$ cat config.mk
export PLATFORM = sky130hd
export DESIGN_NAME = keypad_scan_fifo
export DESIGN_NICKNAME = d
export VERILOG_FILES = /design/src/rtl/keypad_scan_fifo.sv
export SDC_FILE = /design/constraint.sdc
export NUM_CORES = 1
export LEC_CHECK = 0
export ABC_CLOCK_PERIOD_IN_PS = 3150
export CORE_MARGIN = 4
export CORE_UTILIZATION = 56
export CTS_BUF_LIST = sky130_fd_sc_hd__clkbuf_4 sky130_fd_sc_hd__clkbuf_8 sky130_fd_sc_hd__clkbuf_16
export DETAILED_ROUTE_END_ITERATION = 7
export GPL_ROUTABILITY_DRIVEN = 0
export GPL_TIMING_DRIVEN = 0
export PLACE_DENSITY = 0.89
export SYNTH_ARGS = -nofsm -noshare
export SYNTH_HDL_FRONTEND = slang
export SYNTH_SLANG_ARGS = --single-unit
export TNS_END_PERCENT = 100
$ cat constraint.sdc
create_clock -name clk -period 3.15 [get_ports clk]
set_input_delay 0.63 -clock clk [delete_from_list [all_inputs] [get_ports clk]]
set_output_delay 0.63 -clock clk [all_outputs]
set_load 0.02 [all_outputs]
$ cat src/rtl/keypad_scan_fifo.sv
`default_nettype none
// ============================================================================
// Module   : keypad_scan_fifo
// Purpose  : 4x4 matrix keypad scanner with press/release debounce and a
//            small code FIFO read through a status/data CPU window.
// Revision : 1.0  initial release
// ============================================================================
module keypad_scan_fifo #(
  parameter int SCAN_DIV       = 1000,
  parameter int DEBOUNCE_SCANS = 4,
  parameter int FIFO_DEPTH     = 4
) (
  input  logic        clk,
  input  logic        rst_n,
  output logic [3:0]  rowwrite,
  input  logic [3:0]  colread,
  input  logic        ack,
  input  logic        statusordata,
  output logic [15:0] keyout
);

  localparam int DIV_W = $clog2(SCAN_DIV);
  localparam int DB_W  = (DEBOUNCE_SCANS > 1) ? $clog2(DEBOUNCE_SCANS) : 1;
  localparam int PTR_W = $clog2(FIFO_DEPTH);
  localparam int CNT_W = PTR_W + 1;

  localparam logic [DIV_W-1:0] c_div_last  = DIV_W'(SCAN_DIV - 1);
  localparam logic [DB_W-1:0]  c_db_last   = DB_W'(DEBOUNCE_SCANS - 1);
  localparam logic [CNT_W-1:0] c_fifo_full = CNT_W'(FIFO_DEPTH);

  localparam logic [1:0] c_st_scan     = 2'd0;
  localparam logic [1:0] c_st_debounce = 2'd1;
  localparam logic [1:0] c_st_wait_rel = 2'd2;

  logic [DIV_W-1:0] r_div;
  logic             w_tick;

  logic [1:0]       r_state;
  logic [1:0]       w_state_nxt;
  logic [1:0]       r_row;
  logic [1:0]       r_col;
  logic [DB_W-1:0]  r_cnt;
  logic [3:0]       r_rowwrite;

  logic             w_any_low;
  logic             w_col_low;
  logic [1:0]       w_col_hit;
  logic [1:0]       w_row_next;
  logic [3:0]       w_code;

  logic             w_latch;
  logic             w_row_inc;
  logic             w_cnt_clr;
  logic             w_cnt_inc;
  logic             w_push;

  logic [3:0]       r_mem [FIFO_DEPTH];
  logic [PTR_W-1:0] r_rd_ptr;
  logic [PTR_W-1:0] r_wr_ptr;
  logic [CNT_W-1:0] r_count;
  logic             r_overflow;
  logic             r_ack_q;
  logic             w_empty;
  logic             w_full;
  logic             w_pop;
  logic             w_wr;

  // --------------------------------------------------------------------------
  // Scan tick divider
  // --------------------------------------------------------------------------
  assign w_tick = (r_div == c_div_last);

  always_ff @(posedge clk or negedge rst_n) begin
    if (!rst_n) begin
      r_div <= '0;
    end else if (w_tick) begin
      r_div <= '0;
    end else begin
      r_div <= r_div + DIV_W'(1);
    end
  end

  // --------------------------------------------------------------------------
  // Column decode: lowest-index low column wins on multi-key rows
  // --------------------------------------------------------------------------
  assign w_any_low  = (colread != 4'hF);
  assign w_col_low  = ~colread[r_col];
  assign w_row_next = r_row + 2'd1;
  assign w_code     = {r_row, r_col};

  always_comb begin
    w_col_hit = 2'd3;
    if (!colread[0]) begin
      w_col_hit = 2'd0;
    end else if (!colread[1]) begin
      w_col_hit = 2'd1;
    end else if (!colread[2]) begin
      w_col_hit = 2'd2;
    end
  end

  // --------------------------------------------------------------------------
  // Scan FSM
  // --------------------------------------------------------------------------
  always_ff @(posedge clk or negedge rst_n) begin
    if (!rst_n) begin
      r_state <= c_st_scan;
    end else begin
      r_state <= w_state_nxt;
    end
  end

  always_comb begin
    w_state_nxt = r_state;
    if (w_tick) begin
      case (r_state)
        c_st_scan: begin
          if (w_any_low) begin
            w_state_nxt = c_st_debounce;
          end
        end
        c_st_debounce: begin
          if (!w_col_low) begin
            w_state_nxt = c_st_scan;
          end else if (r_cnt == c_db_last) begin
            w_state_nxt = c_st_wait_rel;
          end
        end
        c_st_wait_rel: begin
          if (!w_any_low && (r_cnt == c_db_last)) begin
            w_state_nxt = c_st_scan;
          end
        end
        default: w_state_nxt = c_st_scan;
      endcase
    end
  end

  always_comb begin
    w_latch   = 1'b0;
    w_row_inc = 1'b0;
    w_cnt_clr = 1'b0;
    w_cnt_inc = 1'b0;
    w_push    = 1'b0;
    if (w_tick) begin
      case (r_state)
        c_st_scan: begin
          if (w_any_low) begin
            w_latch   = 1'b1;
            w_cnt_clr = 1'b1;
          end else begin
            w_row_inc = 1'b1;
          end
        end
        c_st_debounce: begin
          if (!w_col_low) begin
            w_row_inc = 1'b1;
          end else if (r_cnt == c_db_last) begin
            w_push    = 1'b1;
            w_cnt_clr = 1'b1;
          end else begin
            w_cnt_inc = 1'b1;
          end
        end
        c_st_wait_rel: begin
          // Any low column restarts the release qualification window.
          if (w_any_low) begin
            w_cnt_clr = 1'b1;
          end else if (r_cnt == c_db_last) begin
            w_row_inc = 1'b1;
          end else begin
            w_cnt_inc = 1'b1;
          end
        end
        default: ;
      endcase
    end
  end

  always_ff @(posedge clk or negedge rst_n) begin
    if (!rst_n) begin
      r_row      <= 2'd0;
      r_col      <= 2'd0;
      r_cnt      <= '0;
      r_rowwrite <= 4'b1110;
    end else begin
      if (w_row_inc) begin
        r_row      <= w_row_next;
        r_rowwrite <= ~(4'b0001 << w_row_next);
      end
      if (w_latch) begin
        r_col <= w_col_hit;
      end
      if (w_cnt_clr) begin
        r_cnt <= '0;
      end else if (w_cnt_inc) begin
        r_cnt <= r_cnt + DB_W'(1);
      end
    end
  end

  assign rowwrite = r_rowwrite;

  // --------------------------------------------------------------------------
  // Code FIFO
  // --------------------------------------------------------------------------
  assign w_empty = (r_count == '0);
  assign w_full  = (r_count == c_fifo_full);
  assign w_pop   = ack & ~r_ack_q & ~w_empty;
  // A full FIFO still accepts a push when the same edge frees a slot.
  assign w_wr    = w_push & (~w_full | w_pop);

  always_ff @(posedge clk) begin
    if (w_wr) begin
      r_mem[r_wr_ptr] <= w_code;
    end
  end

  always_ff @(posedge clk or negedge rst_n) begin
    if (!rst_n) begin
      r_rd_ptr   <= '0;
      r_wr_ptr   <= '0;
      r_count    <= '0;
      r_overflow <= 1'b0;
      r_ack_q    <= 1'b0;
    end else begin
      r_ack_q <= ack;
      if (w_wr) begin
        r_wr_ptr <= r_wr_ptr + PTR_W'(1);
      end
      if (w_pop) begin
        r_rd_ptr <= r_rd_ptr + PTR_W'(1);
      end
      case ({w_wr, w_pop})
        2'b10:   r_count <= r_count + CNT_W'(1);
        2'b01:   r_count <= r_count - CNT_W'(1);
        default: r_count <= r_count;
      endcase
      if (w_push && w_full && !w_pop) begin
        r_overflow <= 1'b1;
      end else if (w_pop && !(w_push && w_full)) begin
        r_overflow <= 1'b0;
      end
    end
  end

  always_comb begin
    keyout = 16'h0000;
    if (statusordata) begin
      keyout = {14'b0, r_overflow, ~w_empty};
    end else if (!w_empty) begin
      keyout = {12'b0, r_mem[r_rd_ptr]};
    end
  end

endmodule
`default_nettype wire
==> impl_metrics.json <==
{
  "max_cap_violations": 0,
  "synth.cells.most_frequent": "28 x sky130_fd_sc_hd__dfrtp_1, 17 x sky130_fd_sc_hd__nor2_1, 16 x sky130_fd_sc_hd__edfxtp_1, 16 x sky130_fd_sc_hd__ha_1, 14 x sky130_fd_sc_hd__inv_1",
  "timing.rr.end": "r_count[2]",
  "async_flop_share": 0.660,
  "layout-drive-gt1-share": 0.174,
  "path_buf_inv": 2,
  "cts_htree_levels": 2,
  "hold_violations": 0,
  "finalWorstSetupSlack_ns": 0.235,
  "clk-insertion-delay-late_ns": 0.30,
  "cts_max_path_buffers": 2,
  "yosysTopAreaCellShare": 0.275,
  "grt_util_met2": 0.274,
  "final.period_utilization": 0.925,
  "path_delay_family": "buffers and inverters",
  "rrSetupSlack_ns": 0.57,
  "crit_path_max_incr_delay_ns": 0.57,
  "post_cts_resize_count": 0,
  "clk_pin_slew_worst_paths_ns": 0.09,
  "first_iter_violations": 70,
  "maximum_number_of_pins_on_one_net_before_global_route_repair": 32,
  "core_sq_um": 4380,
  "place_area_sq_um": 2800,
  "tritoncts_clock_tree": "built",
  "power_leakage_nw": 1.26,
  "post-place-ws_ns": 0.0773,
  "fp-row-count": 24,
  "route.detailed.wl_per_inst_microns": 13.8,
  "final_max_slew_viol_count": 0,
  "power.ir.vdd_worst_v": 0.000294,
  "finalSetupTns_ns": 0,
  "clock-root-buffer": "sky130_fd_sc_hd__clkbuf_8",
  "detailedRoute.firstPassIterationCount": 4,
  "layoutNonFillerInstCount": 294,
  "post-layout-total-power_mw": 1.30,
  "grt_busiest_layer": "met2",
  "synth_seq_area_share": 0.495,
  "leading_cell_type_by_number_of_instances_after_synthesis": "sky130_fd_sc_hd__dfrtp_1",
  "synth_cell_type_count": 47,
  "min_path_type": "in2async",
  "grt_first_pass_wirelength_mm": 7.05,
  "number_of_antenna_repair_diodes": 0,
  "die_area_sq_um": 5690,
  "die_h_microns": 75.4,
  "critical_path.endpoint_type": "output port",
  "area_delta_synth_final_pct": 13.4,
  "startpoint_type": "flip-flop",
  "total_placed_cells_including_tap_cells": 286,
  "cts_made_buffers": 5,
  "detailed_place_hpwl_mm": 3.05,
  "gr-usage-all-layers": 0.166,
  "routed_via_density": 5.32,
  "worstPathCellList": "clkbuf_1 > mux4_2 > a22o_1 > clkdlybuf4s50_1",
  "tritoncts_num_sinks": 47,
  "detailroute.via_count": 1564,
  "max-slew-margin-rel": 0.527,
  "place.port_buffers": 15,
  "finish.net_count": 266,
  "setup_violations": 0,
  "worstReg2RegStart": "r_div[0]",
  "chipWidth_microns": 75.4,
  "drc_errors": 0,
  "worst-setup-path-type": "reg2out",
  "synth-edff-count": 16,
  "rsz0062_at_grt": "false",
  "post_cts_hold_buffer_count": 0,
  "timing.reg2reg.worst_path_depth": 10,
  "globalRoute.totalOverflow": 0,
  "critical-path-slowest-cell": "sky130_fd_sc_hd__mux4_2",
  "worst_case_clock_skew_ns": 0.0104,
  "first_global_vias": 1518,
  "synthTopCellsByArea": "sky130_fd_sc_hd__dfrtp_1 28%, sky130_fd_sc_hd__edfxtp_1 19%, sky130_fd_sc_hd__ha_1 7.9%",
  "final_cell_area_sq_um": 2890,
  "number_of_nets_with_antenna_violations_after_detailed_routing": 0,
  "mappedNetlistArea_sq_um": 2550,
  "grt_util_met1": 0.217,
  "synthCells": 208,
  "gr-usage-met3": 0.0449,
  "worst-endpoint-arrival_ns": 2.29,
  "io_pins": 28,
  "antenna_violations_before_repair": 0,
  "synth.yosys.warnings": 0,
  "critPathRequiredTime_ns": 2.52,
  "finalWirelength_mm": 4.04,
  "cts_post_setup_buffers_inserted": 0,
  "postSynthRegisterBits": 47,
  "synthDominantAreaCellType": "sky130_fd_sc_hd__dfrtp_1",
  "power_per_cell_area_nw_per_um2": 449,
  "worstMarginPinSlew_ns": 0.709,
  "post_synth.cell_area_avg_sq_um": 12.2,
  "floorplan.initialDensity": 0.581,
  "critical_path_peak_fanout": 6,
  "run_status": "complete, no violations",
  "synth-main-ff-cell": "sky130_fd_sc_hd__dfrtp_1",
  "achievable-frequency_mhz": 343,
  "fill_cells": 312,
  "final.min_clock_period_ns": 2.92
}
==> registers in the layout (all words and copies together), names as in the netlist <==
signal and count:
r_mem 16, r_div 10, rowwrite 4, r_count 3, r_cnt 2, r_col 2
r_rd_ptr 2, r_row 2, r_state 2, r_wr_ptr 2, r_ack_q 1, r_overflow 1
==> through the flow <==
step | hold slack [ns] | utilization
finish | 0.372 | 0.658
global route | 0.416 | 0.658
global placement | 0.447 | 0.639
CTS | 0.395 | 0.658
floorplan | 0.334 | -
detailed placement | 0.454 | 0.638
==> placed cells by master (no fill, tap or decap), types with 2 or more instances in the layout <==
master,instances
sky130_fd_sc_hd__nor2_1,17
sky130_fd_sc_hd__nor3_1,4
sky130_fd_sc_hd__nand2_1,13
sky130_fd_sc_hd__xor2_1,5
sky130_fd_sc_hd__ha_1,16
sky130_fd_sc_hd__xnor2_1,8
sky130_fd_sc_hd__clkdlybuf4s50_1,14
sky130_fd_sc_hd__nand3_1,4
sky130_fd_sc_hd__buf_4,13
sky130_fd_sc_hd__mux4_2,4
sky130_fd_sc_hd__inv_1,14
sky130_fd_sc_hd__and3_1,2
sky130_fd_sc_hd__nand4_1,2
sky130_fd_sc_hd__dfrtp_1,28
sky130_fd_sc_hd__dfstp_2,3
sky130_fd_sc_hd__clkbuf_8,5
sky130_fd_sc_hd__buf_2,2
sky130_fd_sc_hd__conb_1,12
sky130_fd_sc_hd__nand2b_1,3
sky130_fd_sc_hd__mux2_1,2
sky130_fd_sc_hd__a21oi_1,4
sky130_fd_sc_hd__and2_1,8
sky130_fd_sc_hd__edfxtp_1,16
sky130_fd_sc_hd__a31oi_1,2
sky130_fd_sc_hd__o21ai_1,5
sky130_fd_sc_hd__o21ai_0,4
sky130_fd_sc_hd__mux2i_1,7
==> worst max path at each step <==
stage	startpoint	to	slack (ns)	cells after the start
floorplan	colread[3]	r_count[2]	0.80	9
global placement	colread[1]	r_count[2]	0.17	10
detailed placement	colread[1]	r_count[2]	0.08	10
CTS	r_rd_ptr[0]	keyout[1]	0.22	4
global route	r_rd_ptr[0]	keyout[1]	0.08	4
finish	r_rd_ptr[0]	keyout[1]	0.23	4
==> cell families after synthesis <==
| logic type | count (synthesis) | synth area share |
|---|---|---|
| other | 1 | 0.00147 |
| DFF | 47 | 0.495 |
| buffers and inverters | 29 | 0.0624 |
| adders and majority gates | 17 | 0.0865 |
| xor gates and xnor gates | 13 | 0.0447 |
| AOI/OAI and AO/OA | 22 | 0.0683 |
| and+or+nand+nor | 63 | 0.151 |
| muxes | 16 | 0.0909 |
==> routing by layer <==
| metal | vias to the layer above | share of wire |
|---|---|---|
| li1 | 761 | - |
| met1 | 751 | 0.44 |
| met2 | 48 | 0.49 |
| met3 | 4 | 0.054 |
| met4 | 0 | 0.011 |
| met5 | - | 0 |
==> area by class of cell <==
cell class	instances	area (sq um)	share of cell area
plain buffers	15	106	0.0368
clock buffers	5	68.8	0.0238
clock inverters	3	20.0	0.00694
inverters	14	52.6	0.0182
multi-input cells	143	1170	0.405
flip-flops and latches	47	1260	0.436
well taps	52	65.1	0.0225
repair buffers	15	145	0.0503
==> power breakdown <==
group	leakage [nW]	switching [mW]	internal [mW]
Sequential	0.508	0.0410	0.663
Clock	0.0418	0.199	0.155
Combinational	0.715	0.116	0.123
Total	1.26	0.356	0.941
Power figures use the tool's default switching activity.
==> patch (same flow settings) <==
Set the parameter `DEBOUNCE_SCANS` to 8 (it was 4).
--- a/src/rtl/keypad_scan_fifo.sv
+++ b/src/rtl/keypad_scan_fifo.sv
@@ -8,5 +8,5 @@
 module keypad_scan_fifo #(
   parameter int SCAN_DIV       = 1000,
-  parameter int DEBOUNCE_SCANS = 4,
+  parameter int DEBOUNCE_SCANS = 8,
   parameter int FIFO_DEPTH     = 4
 ) (
Formal check against the unedited RTL: same outputs for any inputs over 10 cycles, from zero or initial values and one cycle with rst_n low; that may be too few to reach the edited logic, so the function may still have changed.
==> patch against the original RTL <==
- setup slack got worse by 0.033 ns
- sequential cell count increased by 1
- synthesized area grew 1.8%
- final area rose by 1.5%
- global-route usage decreased by 1.0 points
- routed wire length rose by 4.7%
- non-clock buffer count grew 3
- power is 1.8% higher
- first-iteration DRC count is 56% higher
==> patch: results (changes against the original RTL) <==
[sta]
hold-worst-slack_ns=0.370  ; -0.00235 ns
fin_ws_ns=0.202  ; -0.0330 ns
finalClockSkew_ns=0.00697  ; -0.00347 ns
relSlewSlack_pct=51.6  ; -1.2 points
final_max_slew_viol_count=0  ; unchanged

[clock_network]
clk_root_buffer_cell=clkbuf_8
post_cts_buffers=0  ; unchanged
clk_latency_ns=0.31

[power_and_ir_drop]
p_comb_mw=0.230  ; -4%
p_sw_mw=0.374  ; +5.2%
vdd_drop_max_v=0.000280  ; -4.6%
power_mw=1.32  ; +1.8%
p_leak_nw=1.35  ; +6.7%
clockPowerShare_pct=27.9  ; +0.6 points

[synthesis]
yosys_warnings=0  ; unchanged
yosysUniqueCellTypes=47  ; unchanged
synth-xor-area-share_pct=4.39  ; -0.078 points
async_flop_share_pct=66.7  ; +0.71 points
syn_area_per_cell_um2=12.2  ; -0.62%
synth-seq-area-share_pct=49.6  ; +0.11 points
synth_enable_flop_cells=16  ; unchanged
synth-compound-area-share_pct=7.82  ; +0.99 points
yosys.area_share.adder_pct=8.98  ; +0.33 points
muxShareOfSynthArea_pct=8.84  ; -0.25 points
netlist_top_cells_area=dfrtp_1 28%, edfxtp_1 19%, ha_1 8.2%, mux2i_1 3.5%, buf_4 3.5%
netlist_top_cells_count=29 x dfrtp_1, 17 x ha_1, 16 x edfxtp_1

[route]
wire_per_inst_um=14.2  ; +2.9%
drt_iter0_markers=109  ; +56%
via_count=1590  ; +1.7%
wl_met3_um=183  ; -17%
met1Wirelength_um=1780  ; -0.39%
drt-pass1-iter-count=4  ; unchanged
wl_met2_um=2150  ; +8.1%

[worst_setup_path]
ff2ff_path_depth=9  ; -1
r2r_start=r_state[1]
worstReg2RegEnd=r_count[2]
path_delay_family=buffers and inverters
critPathArrivalTime_ns=2.32  ; +0.03 ns
reg2reg_slack_ns=0.76  ; +0.19 ns
cp_max_fo=6  ; unchanged

[placed_design]
dp_cells=291  ; +1.7%
dpl_cell_area_um2=2840  ; +1.6%
dp_slack_ns=0.306  ; +0.229 ns
post-dp-hpwl_um=3180  ; +4.4%

[finish]
drive_above_1_share_pct=19.8  ; +2.5 points
nets=272  ; +2.3%
nFillCells=323  ; +3.5%
fin_util_pct=66.4  ; +0.52 points
final_cells=299  ; +1.7%
diodes=0  ; unchanged

[global_routing]
gr-usage-all-layers_pct=15.6  ; -1.0 points
grtUsageMet1_pct=18.5  ; -3.2 points
grt_pass1_wl_um=7380  ; +4.7%
grt_max_degree=33  ; +3.1%
grtUsageMet2_pct=25.6  ; -1.8 points
met3_usage_pct=4.14  ; -0.35 points

[run_status]
status=complete, no violations

patch: worst min path at each step:
| stage | end | depth (start not counted) | startpoint |
|---|---|---|---|
| detailed placement | rowwrite[1] | 2 | rowwrite[1] |
| global route | r_div[8] | 1 | rst_n |
| finish | r_div[5] | 1 | rst_n |
| floorplan | r_ack_q | 0 | rst_n |
| CTS | r_count[0] | 1 | rst_n |
| global placement | rowwrite[1] | 2 | rowwrite[1] |
patch: cell type report:
cell class	count	share of cell area (%)
plain buffers	18	4.44
clock buffers	5	2.35
clock inverters	3	0.598
inverters	15	1.92
multi-input cells	143	39.6
flip-flops and latches	48	43.9
well taps	52	2.22
repair buffers	15	4.96
patch: worst register-to-register path, stage by stage, from the launching register on:
cell	delay [ns]
dfrtp_1	0.42
inv_1	0.12
ha_1	0.20
nor2b_1	0.20
a22o_1	0.29
a31oi_4	0.12
fa_1	0.41
a311oi_1	0.26
a31oi_1	0.10
xnor2_1	0.15
